### config.mk
export PLATFORM = sky130hd
export DESIGN_NAME = adaptive_filter_feeder
export DESIGN_NICKNAME = d
export VERILOG_FILES = /design/src/rtl/adaptive_filter_feeder.sv
export SDC_FILE = /design/constraint.sdc
export NUM_CORES = 1
export LEC_CHECK = 0
export ABC_AREA = 0
export ABC_CLOCK_PERIOD_IN_PS = 7500
export CAP_MARGIN = 40
export CORE_MARGIN = 2
export CORE_UTILIZATION = 50
export DETAILED_ROUTE_END_ITERATION = 8
export DONT_BUFFER_PORTS = 1
export GPL_ROUTABILITY_DRIVEN = 0
export PLACE_DENSITY = 0.63
export REMOVE_ABC_BUFFERS = 1
export SETUP_SLACK_MARGIN = 0.15
export SLEW_MARGIN = 25
export SYNTH_ARGS = -nofsm -noshare
export SYNTH_HDL_FRONTEND = slang
export SYNTH_SLANG_ARGS = --single-unit
### constraint.sdc
create_clock -name clk -period 7.5 [get_ports clk]
set_clock_uncertainty 0.2 [all_clocks]
set_input_delay 1.875 -clock clk [delete_from_list [all_inputs] [get_ports clk]]
set_output_delay 1.875 -clock clk [all_outputs]
set_load 0.005 [all_outputs]
### src/rtl/adaptive_filter_feeder.sv
// Stream buffer feeding the adaptive filter: FIFO, mode-switch flush FSM and filler marking.
// Optional build macro ADAPTIVE_FILTER_FEEDER_DITHER_EN replaces zero fillers with LFSR dither.
module adaptive_filter_feeder #(
    parameter int DATA_WIDTH = 14,
    parameter int FIFO_DEPTH = 16,
    parameter int FLUSH_LEN  = 8,
    parameter bit INIT_MODE  = 1'b0
) (
    input  logic                  clk,
    input  logic                  srst,
    input  logic [DATA_WIDTH-1:0] s_tdata,
    input  logic                  s_tvalid,
    output logic                  s_tready,
    input  logic                  mode_req,
    input  logic                  mode_req_valid,
    output logic                  mode_busy,
    output logic [DATA_WIDTH-1:0] flt_tdata,
    output logic                  flt_tvalid,
    output logic                  flt_ctrl,
    output logic [15:0]           underrun_cnt
);
    localparam int PTR_W = $clog2(FIFO_DEPTH);
    localparam int CNT_W = (FLUSH_LEN > 1) ? $clog2(FLUSH_LEN) : 1;

    typedef enum logic [1:0] {ST_RUN, ST_DRAIN, ST_SWITCH} state_t;

    logic [DATA_WIDTH-1:0] mem [FIFO_DEPTH];
    logic [PTR_W-1:0]      wr_ptr_reg;
    logic [PTR_W-1:0]      rd_ptr_reg;
    logic [PTR_W:0]        count_reg;
    state_t                state_reg;
    logic [CNT_W-1:0]      flush_cnt_reg;
    logic                  req_mode_reg;
    logic                  push;
    logic                  pop;
    logic [DATA_WIDTH-1:0] fill_value;

    // Ready comes only from the registered occupancy, so a same-cycle pop never reopens a full FIFO.
    assign s_tready = (count_reg != (PTR_W+1)'(FIFO_DEPTH));
    assign push     = s_tvalid && s_tready;
    assign pop      = (state_reg == ST_RUN) && (count_reg != '0);

`ifdef ADAPTIVE_FILTER_FEEDER_DITHER_EN
    logic [15:0] lfsr_reg;

    // Right-shifting Galois form of x^16+x^14+x^13+x^11+1.
    always_ff @(posedge clk) begin
        if (srst) begin
            lfsr_reg <= 16'hACE1;
        end else begin
            lfsr_reg <= (lfsr_reg >> 1) ^ (lfsr_reg[0] ? 16'hB400 : 16'h0000);
        end
    end

    assign fill_value = {{(DATA_WIDTH-2){lfsr_reg[1]}}, lfsr_reg[1:0]};
`else
    assign fill_value = '0;
`endif

    // Storage has no reset so it maps onto RAM; validity is tracked by the pointers alone.
    always_ff @(posedge clk) begin
        if (push) begin
            mem[wr_ptr_reg] <= s_tdata;
        end
    end

    always_ff @(posedge clk) begin
        if (srst) begin
            wr_ptr_reg    <= '0;
            rd_ptr_reg    <= '0;
            count_reg     <= '0;
            state_reg     <= ST_RUN;
            flush_cnt_reg <= '0;
            req_mode_reg  <= INIT_MODE;
            mode_busy     <= 1'b0;
            flt_tdata     <= '0;
            flt_tvalid    <= 1'b0;
            flt_ctrl      <= INIT_MODE;
            underrun_cnt  <= '0;
        end else begin
            if (push) begin
                wr_ptr_reg <= wr_ptr_reg + 1'b1;
            end
            if (pop) begin
                rd_ptr_reg <= rd_ptr_reg + 1'b1;
            end
            case ({push, pop})
                2'b10:   count_reg <= count_reg + 1'b1;
                2'b01:   count_reg <= count_reg - 1'b1;
                default: count_reg <= count_reg;
            endcase

            case (state_reg)
                ST_RUN: begin
                    if (pop) begin
                        flt_tdata  <= mem[rd_ptr_reg];
                        flt_tvalid <= 1'b1;
                    end else begin
                        flt_tdata  <= fill_value;
                        flt_tvalid <= 1'b0;
                        if (underrun_cnt != 16'hFFFF) begin
                            underrun_cnt <= underrun_cnt + 1'b1;
                        end
                    end
                    if (mode_req_valid && (mode_req != flt_ctrl)) begin
                        state_reg     <= ST_DRAIN;
                        flush_cnt_reg <= CNT_W'(FLUSH_LEN - 1);
                        req_mode_reg  <= mode_req;
                        mode_busy     <= 1'b1;
                    end
                end
                ST_DRAIN: begin
                    flt_tdata  <= fill_value;
                    flt_tvalid <= 1'b0;
                    if (flush_cnt_reg == '0) begin
                        state_reg <= ST_SWITCH;
                    end else begin
                        flush_cnt_reg <= flush_cnt_reg - 1'b1;
                    end
                end
                ST_SWITCH: begin
                    // Filter delay line is now flushed; toggle ctrl alongside the final filler.
                    flt_tdata  <= fill_value;
                    flt_tvalid <= 1'b0;
                    flt_ctrl   <= req_mode_reg;
                    mode_busy  <= 1'b0;
                    state_reg  <= ST_RUN;
                end
                default: begin
                    state_reg <= ST_RUN;
                end
            endcase
        end
    end
endmodule

==> results of run 1 <==
-- cell usage in the layout, fill, tap and decap left out, types with 5 or more instances in the layout --
| master | count |
|---|---|
| or4_1 | 5 |
| o21ai_0 | 8 |
| nor2b_1 | 12 |
| clkbuf_16 | 28 |
| a211o_1 | 15 |
| nand3_1 | 8 |
| or3_1 | 5 |
| ha_1 | 16 |
| mux4_2 | 56 |
| a211oi_1 | 5 |
| o211ai_1 | 5 |
| mux2_2 | 9 |
| nand2_1 | 16 |
| nand4_1 | 5 |
| clkbuf_1 | 16 |
| nor2_1 | 67 |
| a21oi_1 | 15 |
| dfxtp_1 | 53 |
| buf_4 | 19 |
| edfxtp_1 | 224 |
| inv_1 | 13 |
| mux2i_1 | 34 |
| xor2_1 | 8 |
-- worst reg2reg max path, cell delays in order, from the launching register on --
cell	delay, ns
dfxtp_1	0.39
or4_4	0.61
o21ai_1	0.43
inv_1	0.13
ha_1	0.32
xor2_1	0.19
ha_1	0.24
a21oi_1	0.10
or3b_2	0.47
a31oi_1	0.20
mux2_2	0.35
-- metrics by stage --
stage / instance area [um^2] / setup slack, ns / power, uW / cells / utilization
2_1_floorplan: 11100 / 3.17 / 2570 / 635 / -
3_3_place_gp: 11600 / 2.99 / 2730 / 933 / 0.529
3_5_place_dp: 11700 / 2.87 / 2790 / 936 / 0.532
4_1_cts: 12600 / 3.43 / 4090 / 988 / 0.572
5_1_grt: 12600 / 3.23 / 4240 / 991 / 0.573
6_report: 12600 / 3.41 / 4060 / 991 / 0.573
-- worst paths after layout --
| kind | startpoint | to | slack (ns) | depth (start not counted) |
|---|---|---|---|---|
| max | s_tvalid | count_reg[4] | 3.41 | 9 |
| min | flt_tvalid | flt_tvalid | 0.28 | 2 |
| max reg2reg | count_reg[1] | count_reg[4] | 3.76 | 10 |
| min reg2reg | flt_tvalid | flt_tvalid | 0.28 | 2 |
-- logic make-up (layout without fill, tap and decap cells) --
| kind of cell | after synthesis | after routing |
|---|---|---|
| multiplexers | 99 | 99 |
| buffers and inverters | 45 | 89 |
| adder cells (fa/ha/maj) | 16 | 16 |
| AND/OR/NAND/NOR | 148 | 148 |
| AO/OA/AOI/OAI | 70 | 70 |
| XOR/XNOR | 9 | 9 |
| flip-flops | 280 | 280 |
-- metal layers --
layer  vias to the layer above  wire length [um]  GRT usage
li1                       2678                 -          -
met1                      3059             10100      0.275
met2                       184             11000      0.318
met3                        29              1470     0.0375
met4                         0               334     0.0441
met5                         -                 0          0
-- layout make-up --
type	instances	area, um^2
multi-input combinational	342	3240
timing repair buffer	24	219
sequential	280	7860
inverter	13	48.8
fill	1637	9380
clock buffer	46	798
tap	280	350
clock inverter	6	66.3
-- where the power goes --
group	total, uW	internal, uW	switching [uW]
sequential	1900	1790	114
clock	1300	758	541
combinational	854	430	424
total	4060	2980	1080
==> qor.csv, run 1 <==
stage;metric;value;unit
status;outcome;finished clean;
logic_synthesis;Post-synth EDFFs;224;
detailed_routing;DR WL/cell;23.1;um
detailed_routing;drt drc;0;
run;Max-Cap Viols;0;
clock_tree;CTS root buf;clkbuf_16;
global_route;vias in the first global route;6002;
timing;TNS Setup;0;ns
timing;endpoints failing hold;0;
finish;largest reg by FF count;mem;
logic_synthesis;Synth Area in Compound Gates;0.0443;
setup_path;crit path capture type;register;
clock_tree;Worst-Skew Late Latency;0.53;ns
clock_tree;TritonCTS Buffers;28;
logic_synthesis;top-count cell post-synth;edfxtp_1;
global_route;first-pass GRT wire length;35000;um
clock_tree;Clock Sink Count;280;
logic_synthesis;synthesized cell area;11200;um^2
pwr;Peak supply drop;0.181;mV
logic_synthesis;adder-cell area share of the yosys netlist;0.0178;
setup_path;CP Cell Sequence;a21boi_1 > inv_1 > ha_1 > xor2_1 > ha_1 > a21oi_1 > or3b_2 > a31oi_1 > mux2_2;
setup_path;crit path kind;in -> reg;
detailed_routing;drt initial violations;547;
global_route;antenna violations before repair;0;
global_route;total congestion overflow;0;
timing;setup violation total in the final timing report;0;
timing;RSZ-0062 raised after global routing;no;
pwr;PD cells;323;nW/um^2
logic_synthesis;main combinational cell family by area after synthesis;multiplexers;
pwr;Leak;0.00418;uW
floorplanning;Site Rows;54;
detailed_routing;Routed Antenna Nets;0;
logic_synthesis;most area-consuming cells after synthesis;edfxtp_1 (60%), mux4_2 (11%), dfxtp_1 (10%);
finish;max reg flops;224;
logic_synthesis;Post-synth ARST share;0;
setup_path;CP max stage delay;0.47;ns
timing;Final Max Tran Viols;0;
floorplanning;CORE AREA;22000;um^2
logic_synthesis;sequential area share after synthesis;0.698;
floorplanning;Die W;154;um
clock_tree;CTS tree;yes;
logic_synthesis;mux cell area share after synthesis;0.151;
setup_path;type of origin of the critical path;input pin;
timing;crit share post-route;0.545;
placement;HPWL after DPL;14100;um
floorplanning;die area;23700;um^2
clock_tree;number of H-tree levels;1;
hold_path;hold crit path type;reg -> reg;
logic_synthesis;Post-synth top flop;edfxtp_1;
floorplanning;Ports;53;
logic_synthesis;post-synth cell types;52;
logic_synthesis;YS warnings;0;
finish;Top Registers;mem: 224 flops, underrun_cnt: 16 flops, flt_tdata: 14 flops;
global_route;pin count of the biggest net entering global routing;57;
timing;Slew HR;0.501;
clock_tree;clock-pin slew on the worst setup and hold paths;0.06;ns
timing;f_max;245;MHz
finish;# diodes;0;
logic_synthesis;Synth Register Bits;280;
finish;synth-to-layout area growth;11.9;%
logic_synthesis;Simple-Gate Fraction of Synth Area;0.0648;
clock_tree;Resized Gates After CTS;0;
detailed_routing;total number of vias;5950;
clock_tree;Setup Buffers After CTS;0;
logic_synthesis;top post-synthesis cells by count;edfxtp_1 (224), nor2_1 (67), dfxtp_1 (56), mux4_2 (56), mux2i_1 (34);
logic_synthesis;Post-Syn Instances;667;
logic_synthesis;top cell type's share of synthesized area;0.598;
floorplanning;Die Y-Extent;154;um
setup_path;CP arrival;4.31;ns
timing;Min Hold Slack;0.280;ns
setup_path;WP buf/inv;1;
logic_synthesis;Yosys top cell by area;edfxtp_1;
setup_path;worst-path fanout max;9;
floorplanning;Initial Util;0.512;
logic_synthesis;Syn Area/Cell;16.9;um^2
clock_tree;clock buffer depth;3;
detailed_routing;DR pass1 iterations;5;
global_route;overall fraction of global-route tracks in use;0.195;
placement;port bufs;0;
logic_synthesis;post-synthesis xor/xnor area fraction;0.00701;
setup_path;worst-path cell with the longest stage delay;or3b_2;
setup_path;Req. time, crit path;7.73;ns
detailed_routing;routed wire length;22900;um
setup_path;CP most frequent cell;ha_1;
timing;final critical-path required period;4.09;ns
detailed_routing;via density per instance;6.00;
timing;actual slew at the worst max-slew pin;0.747;ns
finish;layout cells sized above 1;0.190;
finish;NumNets Final;724;
setup_path;critical path's top delay family;compound AO/OA/AOI/OAI gates;
clock_tree;CTS Hold Bufs;0;
(Power assumes the default switching activity.)
==> run 2: changes to the inputs <==
ABC_CLOCK_PERIOD_IN_PS = 3850   (was 7500)
clock period = 3.85 ns   (was 7.5 ns; I/O delays follow)
==> run 2 against run 1 <==
- register-to-register slack worse by 3.2 ns
- count of clock-buffer cells in the layout down 12
- utilization up 0.58 points
- hold slack worse by 0.0064 ns
- clock power up 110%
- first-iteration DRC count down 14%
- combinational power up 93%
- flip-flop and latch count unchanged
- sequential power up 97%
- non-clock buffer count up 9
- via count down 0.61%
- critical path type is now reg -> reg
- critical endpoint unchanged
- largest power group unchanged
- highest routed layer unchanged
==> qor.csv, run 2 (same netlist as run 1, synthesis figures left out) <==
stage;metric;value;unit;change
status;outcome;finished clean;;unchanged
finish;Sequential Area;7860;um^2;unchanged
finish;largest reg by FF count;mem;;unchanged
hold_path;hold crit path type;reg -> reg;;unchanged
detailed_routing;total number of vias;5914;;was 5950
setup_path;type of origin of the critical path;register;;was input pin
global_route;first-pass GRT wire length;36200;um;was 35000 um
clock_tree;clock buffer depth;3;;unchanged
timing;actual slew at the worst max-slew pin;0.799;ns;was 0.747 ns
finish;# diodes;0;;unchanged
detailed_routing;DR WL/cell;22.9;um;was 23.1 um
clock_tree;Worst-Skew Late Latency;0.55;ns;was 0.53 ns
floorplanning;Site Rows;54;;unchanged
detailed_routing;via density per instance;5.90;;was 6.00
pwr;Peak supply drop;0.450;mV;was 0.181 mV
setup_path;CP max stage delay;0.60;ns;was 0.47 ns
setup_path;crit path capture type;register;;unchanged
setup_path;CP arrival;3.57;ns;was 4.31 ns
finish;NumNets Final;734;;was 724
finish;multi-input logic area;3230;um^2;was 3240 um^2
global_route;antenna violations before repair;0;;unchanged
clock_tree;CTS tree;yes;;unchanged
run;Max-Cap Viols;0;;unchanged
pwr;combinational group share of total power;0.203;;was 0.210
clock_tree;CTS Hold Bufs;0;;unchanged
timing;final worst slack;0.514;ns;was 3.41 ns
setup_path;worst-path cell with the longest stage delay;or4_4;;was or3b_2
finish;layout cells sized above 1;0.213;;was 0.190
timing;f_max;300;MHz;
clock_tree;clock-pin slew on the worst setup and hold paths;0.06;ns;about the same
setup_path;critical path's top delay family;simple AND/OR/NAND/NOR gates;;was compound AO/OA/AOI/OAI gates
timing;crit share post-route;0.866;;
detailed_routing;routed wire length;22900;um;about the same
global_route;pin count of the biggest net entering global routing;57;;unchanged
timing;RSZ-0062 raised after global routing;no;;unchanged
pwr;PD cells;639;nW/um^2;was 323 nW/um^2
setup_path;CP most frequent cell;ha_1;;unchanged
global_route;total congestion overflow;0;;unchanged
placement;dpl cells;944;;was 936
setup_path;worst-path fanout max;9;;unchanged
floorplanning;Die W;154;um;unchanged
placement;HPWL after DPL;13900;um;was 14100 um
finish;commonest non-fill, non-tap cell in the layout;edfxtp_1;;unchanged
detailed_routing;drt drc;0;;unchanged
global_route;vias in the first global route;6161;;was 6002
placement;post-place setup slack;0.535;ns;was 2.87 ns
clock_tree;Setup Buffers After CTS;0;;unchanged
clock_tree;Clock Sink Count;280;;unchanged
floorplanning;die area;23700;um^2;unchanged
clock_tree;CTS root buf;clkbuf_16;;unchanged
pwr;internal power;5940;uW;was 2980 uW
placement;port bufs;0;;unchanged
finish;most frequent cells in the layout;edfxtp_1 (224), nor2_1 (67), mux4_2 (56);;unchanged
pwr;Psw;2180;uW;was 1080 uW
timing;Final Max Tran Viols;0;;unchanged
detailed_routing;Routed Antenna Nets;0;;unchanged
pwr;net switching fraction of the power;0.268;;was 0.266
floorplanning;Initial Util;0.512;;unchanged
timing;endpoints failing hold;0;;unchanged
finish;Filler cells;1619;;was 1637
floorplanning;Ports;53;;unchanged
setup_path;WP buf/inv;1;;unchanged
setup_path;Req. time, crit path;4.09;ns;was 7.73 ns
detailed_routing;drt initial violations;472;;was 547
timing;TNS Setup;0;ns;unchanged
setup_path;crit path kind;reg -> reg;;was in -> reg
timing;setup violation total in the final timing report;0;;unchanged
pwr;Leak;0.00428;uW;was 0.00418 uW
finish;Top Registers;mem: 224 flops, underrun_cnt: 16 flops, flt_tdata: 14 flops;;unchanged
clock_tree;TritonCTS Buffers;29;;was 28
floorplanning;Die Y-Extent;154;um;unchanged
floorplanning;CORE AREA;22000;um^2;unchanged
pwr;Flop pwr share;0.461;;was 0.469
pwr;clock share of power;0.335;;was 0.320
finish;synth-to-layout area growth;13.0;%;was 11.9%
setup_path;R2R setup slack;0.51;ns;was 3.76 ns
timing;final critical-path required period;3.34;ns;
finish;Post-Layout Cell Count;1002;;was 991
global_route;overall fraction of global-route tracks in use;0.200;;was 0.195
timing;Slew HR;0.464;;was 0.501
clock_tree;number of H-tree levels;1;;unchanged
detailed_routing;DR pass1 iterations;5;;unchanged
timing;Min Hold Slack;0.274;ns;was 0.280 ns
finish;max reg flops;224;;unchanged
clock_tree;Resized Gates After CTS;0;;unchanged
setup_path;CP Cell Sequence;or4_4 > o21ai_1 > inv_1 > ha_1 > xor2_1 > ha_1 > a21oi_1 > or3b_2 > a31oi_1 > mux2_2;;was a21boi_1 > inv_1 > ha_1 > xor2_1 > ha_1 > a21oi_1 > or3b_2 > a31oi_1 > mux2_2
[run 2: changes by cell type in the layout (fill, tap and decap cells not counted), sizes merged]
cell / before / now
buf: 22 / 33
clkbuf: 48 / 34
clkinv: 4 / 14
clkinvlp: 1 / 2
inv: 13 / 14
bufinv: 1 / 3
[run 2: power by group through the flow]
stage | Clock [uW] | Combinational, uW | Sequential [uW]
after floorplan | 0 | 1180 | 3820
after global placement | 0 | 1530 | 3840
after detailed placement | 0 | 1640 | 3830
after CTS | 2780 | 1650 | 3770
after global routing | 2890 | 1800 | 3780
final | 2720 | 1650 | 3750
[run 2: final timing paths]
check,start,endpoint,depth (start not counted)
hold reg to reg,flush_cnt_reg[1],flush_cnt_reg[1],1
hold / removal,flush_cnt_reg[1],flush_cnt_reg[1],1
setup / recovery,count_reg[1],count_reg[4],10
setup reg to reg,count_reg[1],count_reg[4],10
[run 2: layout make-up]
cell class              instances  area share
clock inverters                20      0.0149
well taps                     280      0.0276
flip-flops and latches        280       0.618
repair buffers                 33      0.0228
inverters                      13     0.00384
clock buffers                  34      0.0586
multi-input cells             342       0.254
[run 2: stage by stage]
step | cell area (um^2) | util | power [uW]
2_1_floorplan | 11100 | - | 5000
3_3_place_gp | 11700 | 0.533 | 5370
3_5_place_dp | 11700 | 0.534 | 5470
4_1_cts | 12700 | 0.577 | 8200
5_1_grt | 12700 | 0.579 | 8480
6_report | 12700 | 0.579 | 8120
[run 2: routing by layer]
metal  part of all wire  vias to the layer above  track usage  wire, um
met5                  0                        -            0         0
met4              0.018                        0       0.0574       416
met3              0.049                       31       0.0397      1120
met2               0.49                      135        0.327     11300
met1               0.44                     3059        0.276     10100
li1                   -                     2689            -         -
==> run 3: changes to the inputs <==
CELL_PAD_IN_SITES_DETAIL_PLACEMENT = 0   (was not set)
CELL_PAD_IN_SITES_GLOBAL_PLACEMENT = 1   (was not set)
GPL_ROUTABILITY_DRIVEN = not set   (was 0)
PLACE_DENSITY = 0.72   (was 0.63)
==> run 3 against run 2 <==
- clock power down 2%
- count of clock-buffer cells in the layout rose by 8
- cell count about the same
- register-to-register slack got worse by 0.06 ns
- setup slack got worse by 0.057 ns
- combinational power down 5%
- critical path depth unchanged
- fmax decreased by 1.7%
- largest power group unchanged
==> qor.csv, run 3 (same netlist as run 1, synthesis figures left out) <==
stage;metric;value;unit;change
status;outcome;finished clean;;unchanged
setup_path;crit path capture type;register;;unchanged
detailed_routing;Routed Antenna Nets;0;;unchanged
setup_path;Req. time, crit path;4.07;ns;was 4.09 ns
floorplanning;CORE AREA;22000;um^2;unchanged
timing;f_max;295;MHz;was 300 MHz
setup_path;CP arrival;3.62;ns;was 3.57 ns
clock_tree;CTS tree;yes;;unchanged
timing;final worst slack;0.457;ns;was 0.514 ns
global_route;antenna violations before repair;0;;unchanged
placement;port bufs;0;;unchanged
detailed_routing;DR pass1 iterations;5;;unchanged
timing;RSZ-0062 raised after global routing;no;;unchanged
timing;endpoints failing hold;0;;unchanged
global_route;first-pass GRT wire length;35800;um;was 36200 um
detailed_routing;drt drc;0;;unchanged
placement;HPWL after DPL;14200;um;was 13900 um
setup_path;R2R Path End;count_reg[4];;unchanged
clock_tree;CTS root buf;clkbuf_16;;unchanged
finish;layout cells sized above 1;0.211;;was 0.213
finish;Finished Core Util;0.579;;about the same
timing;TNS Setup;0;ns;unchanged
finish;# diodes;0;;unchanged
clock_tree;TritonCTS Buffers;28;;was 29
timing;final critical-path required period;3.39;ns;was 3.34 ns
finish;synth-to-layout area growth;13.0;%;about the same
clock_tree;clock buffer depth;3;;unchanged
pwr;Leak;0.00428;uW;about the same
detailed_routing;via density per instance;5.90;;about the same
finish;Top Registers;mem: 224 flops, underrun_cnt: 16 flops, flt_tdata: 14 flops;;unchanged
global_route;overall fraction of global-route tracks in use;0.199;;was 0.200
timing;actual slew at the worst max-slew pin;0.643;ns;was 0.799 ns
hold_path;hold path cells;1;;unchanged
floorplanning;Die W;154;um;unchanged
pwr;Peak supply drop;0.341;mV;was 0.450 mV
clock_tree;Setup Buffers After CTS;0;;unchanged
floorplanning;Initial Util;0.512;;unchanged
detailed_routing;total number of vias;5908;;was 5914
setup_path;RR Startpoint;count_reg[1];;unchanged
floorplanning;Die Y-Extent;154;um;unchanged
finish;NumNets Final;734;;unchanged
floorplanning;die area;23700;um^2;unchanged
setup_path;R2R setup slack;0.46;ns;was 0.51 ns
floorplanning;Ports;53;;unchanged
detailed_routing;DR WL/cell;23.1;um;was 22.9 um
global_route;pin count of the biggest net entering global routing;57;;unchanged
finish;max reg flops;224;;unchanged
timing;Final Max Tran Viols;0;;unchanged
finish;Post-Layout Cell Count;1001;;was 1002
global_route;vias in the first global route;5931;;was 6161
clock_tree;clock-pin slew on the worst setup and hold paths;0.06;ns;about the same
placement;dpl cells;947;;was 944
placement;post-place setup slack;0.479;ns;was 0.535 ns
global_route;total congestion overflow;0;;unchanged
finish;commonest non-fill, non-tap cell in the layout;edfxtp_1;;unchanged
setup_path;worst-path fanout max;9;;unchanged
pwr;PD cells;633;nW/um^2;was 639 nW/um^2
clock_tree;Worst-Skew Late Latency;0.53;ns;was 0.55 ns
floorplanning;Site Rows;54;;unchanged
setup_path;Reg2Reg Depth;10;;unchanged
run;Max-Cap Viols;0;;unchanged
setup_path;type of origin of the critical path;register;;unchanged
clock_tree;Resized Gates After CTS;0;;unchanged
clock_tree;CTS Hold Bufs;0;;unchanged
setup_path;crit path kind;reg -> reg;;unchanged
placement;GP Congestion;0.766;;
timing;setup violation total in the final timing report;0;;unchanged
hold_path;Hold Path End;flush_cnt_reg[1];;unchanged
finish;largest reg by FF count;mem;;unchanged
clock_tree;Clock Sink Count;280;;unchanged
hold_path;hold crit path type;reg -> reg;;unchanged
detailed_routing;drt initial violations;489;;was 472
timing;Slew HR;0.571;;was 0.464
hold_path;Hold Path Origin;flush_cnt_reg[1];;unchanged
detailed_routing;routed wire length;23100;um;was 22900 um
finish;most frequent cells in the layout;edfxtp_1 (224), nor2_1 (67), mux4_2 (56);;unchanged
timing;crit share post-route;0.881;;was 0.866
clock_tree;number of H-tree levels;1;;unchanged
==> run 3: cell type report <==
type                       instances  area (um^2)
clock inverter                    10          100
tap                              280          350
timing repair buffer              34          303
inverter                          13         48.8
multi-input combinational        342         3230
fill                            1649         9260
sequential                       280         7860
clock buffer                      42          815
==> run 3: worst max path at each step <==
stage	start	to
global placement	s_tvalid	count_reg[4]
detailed placement	s_tvalid	count_reg[4]
global route	count_reg[1]	count_reg[4]
finish	count_reg[1]	count_reg[4]
CTS	count_reg[1]	count_reg[4]
floorplan	register	flt_tdata[0]
==> run 3: critical path, stage by stage (launching register included) <==
cell and delay, ns:
dfxtp_1 0.39, or4_4 0.60, o21ai_1 0.19, inv_1 0.08, ha_1 0.30, xor2_1 0.19, ha_1 0.25, a21oi_1 0.09
or3b_2 0.46, a31oi_1 0.20, mux2_2 0.34
==> run 3: power by group <==
group / internal [uW] / switching (uW)
Sequential: 3490 / 312
Clock: 1590 / 1080
Combinational: 853 / 715
==> run 3: stage by stage <==
stage	area, um^2	total power, uW	hold WS [ns]
floorplan	11100	5000	0.241
finish	12700	8040	0.291
global route	12700	8410	0.282
global placement	11800	5400	0.252
CTS	12700	8120	0.285
detailed placement	11800	5450	0.281
==> run 3: per-layer routing <==
layer,track usage,vias up,share of wire
met5,0,-,0
met1,0.288,3025,0.45
met4,0.0409,0,0.016
li1,-,2689,-
met2,0.322,163,0.48
met3,0.0352,31,0.061
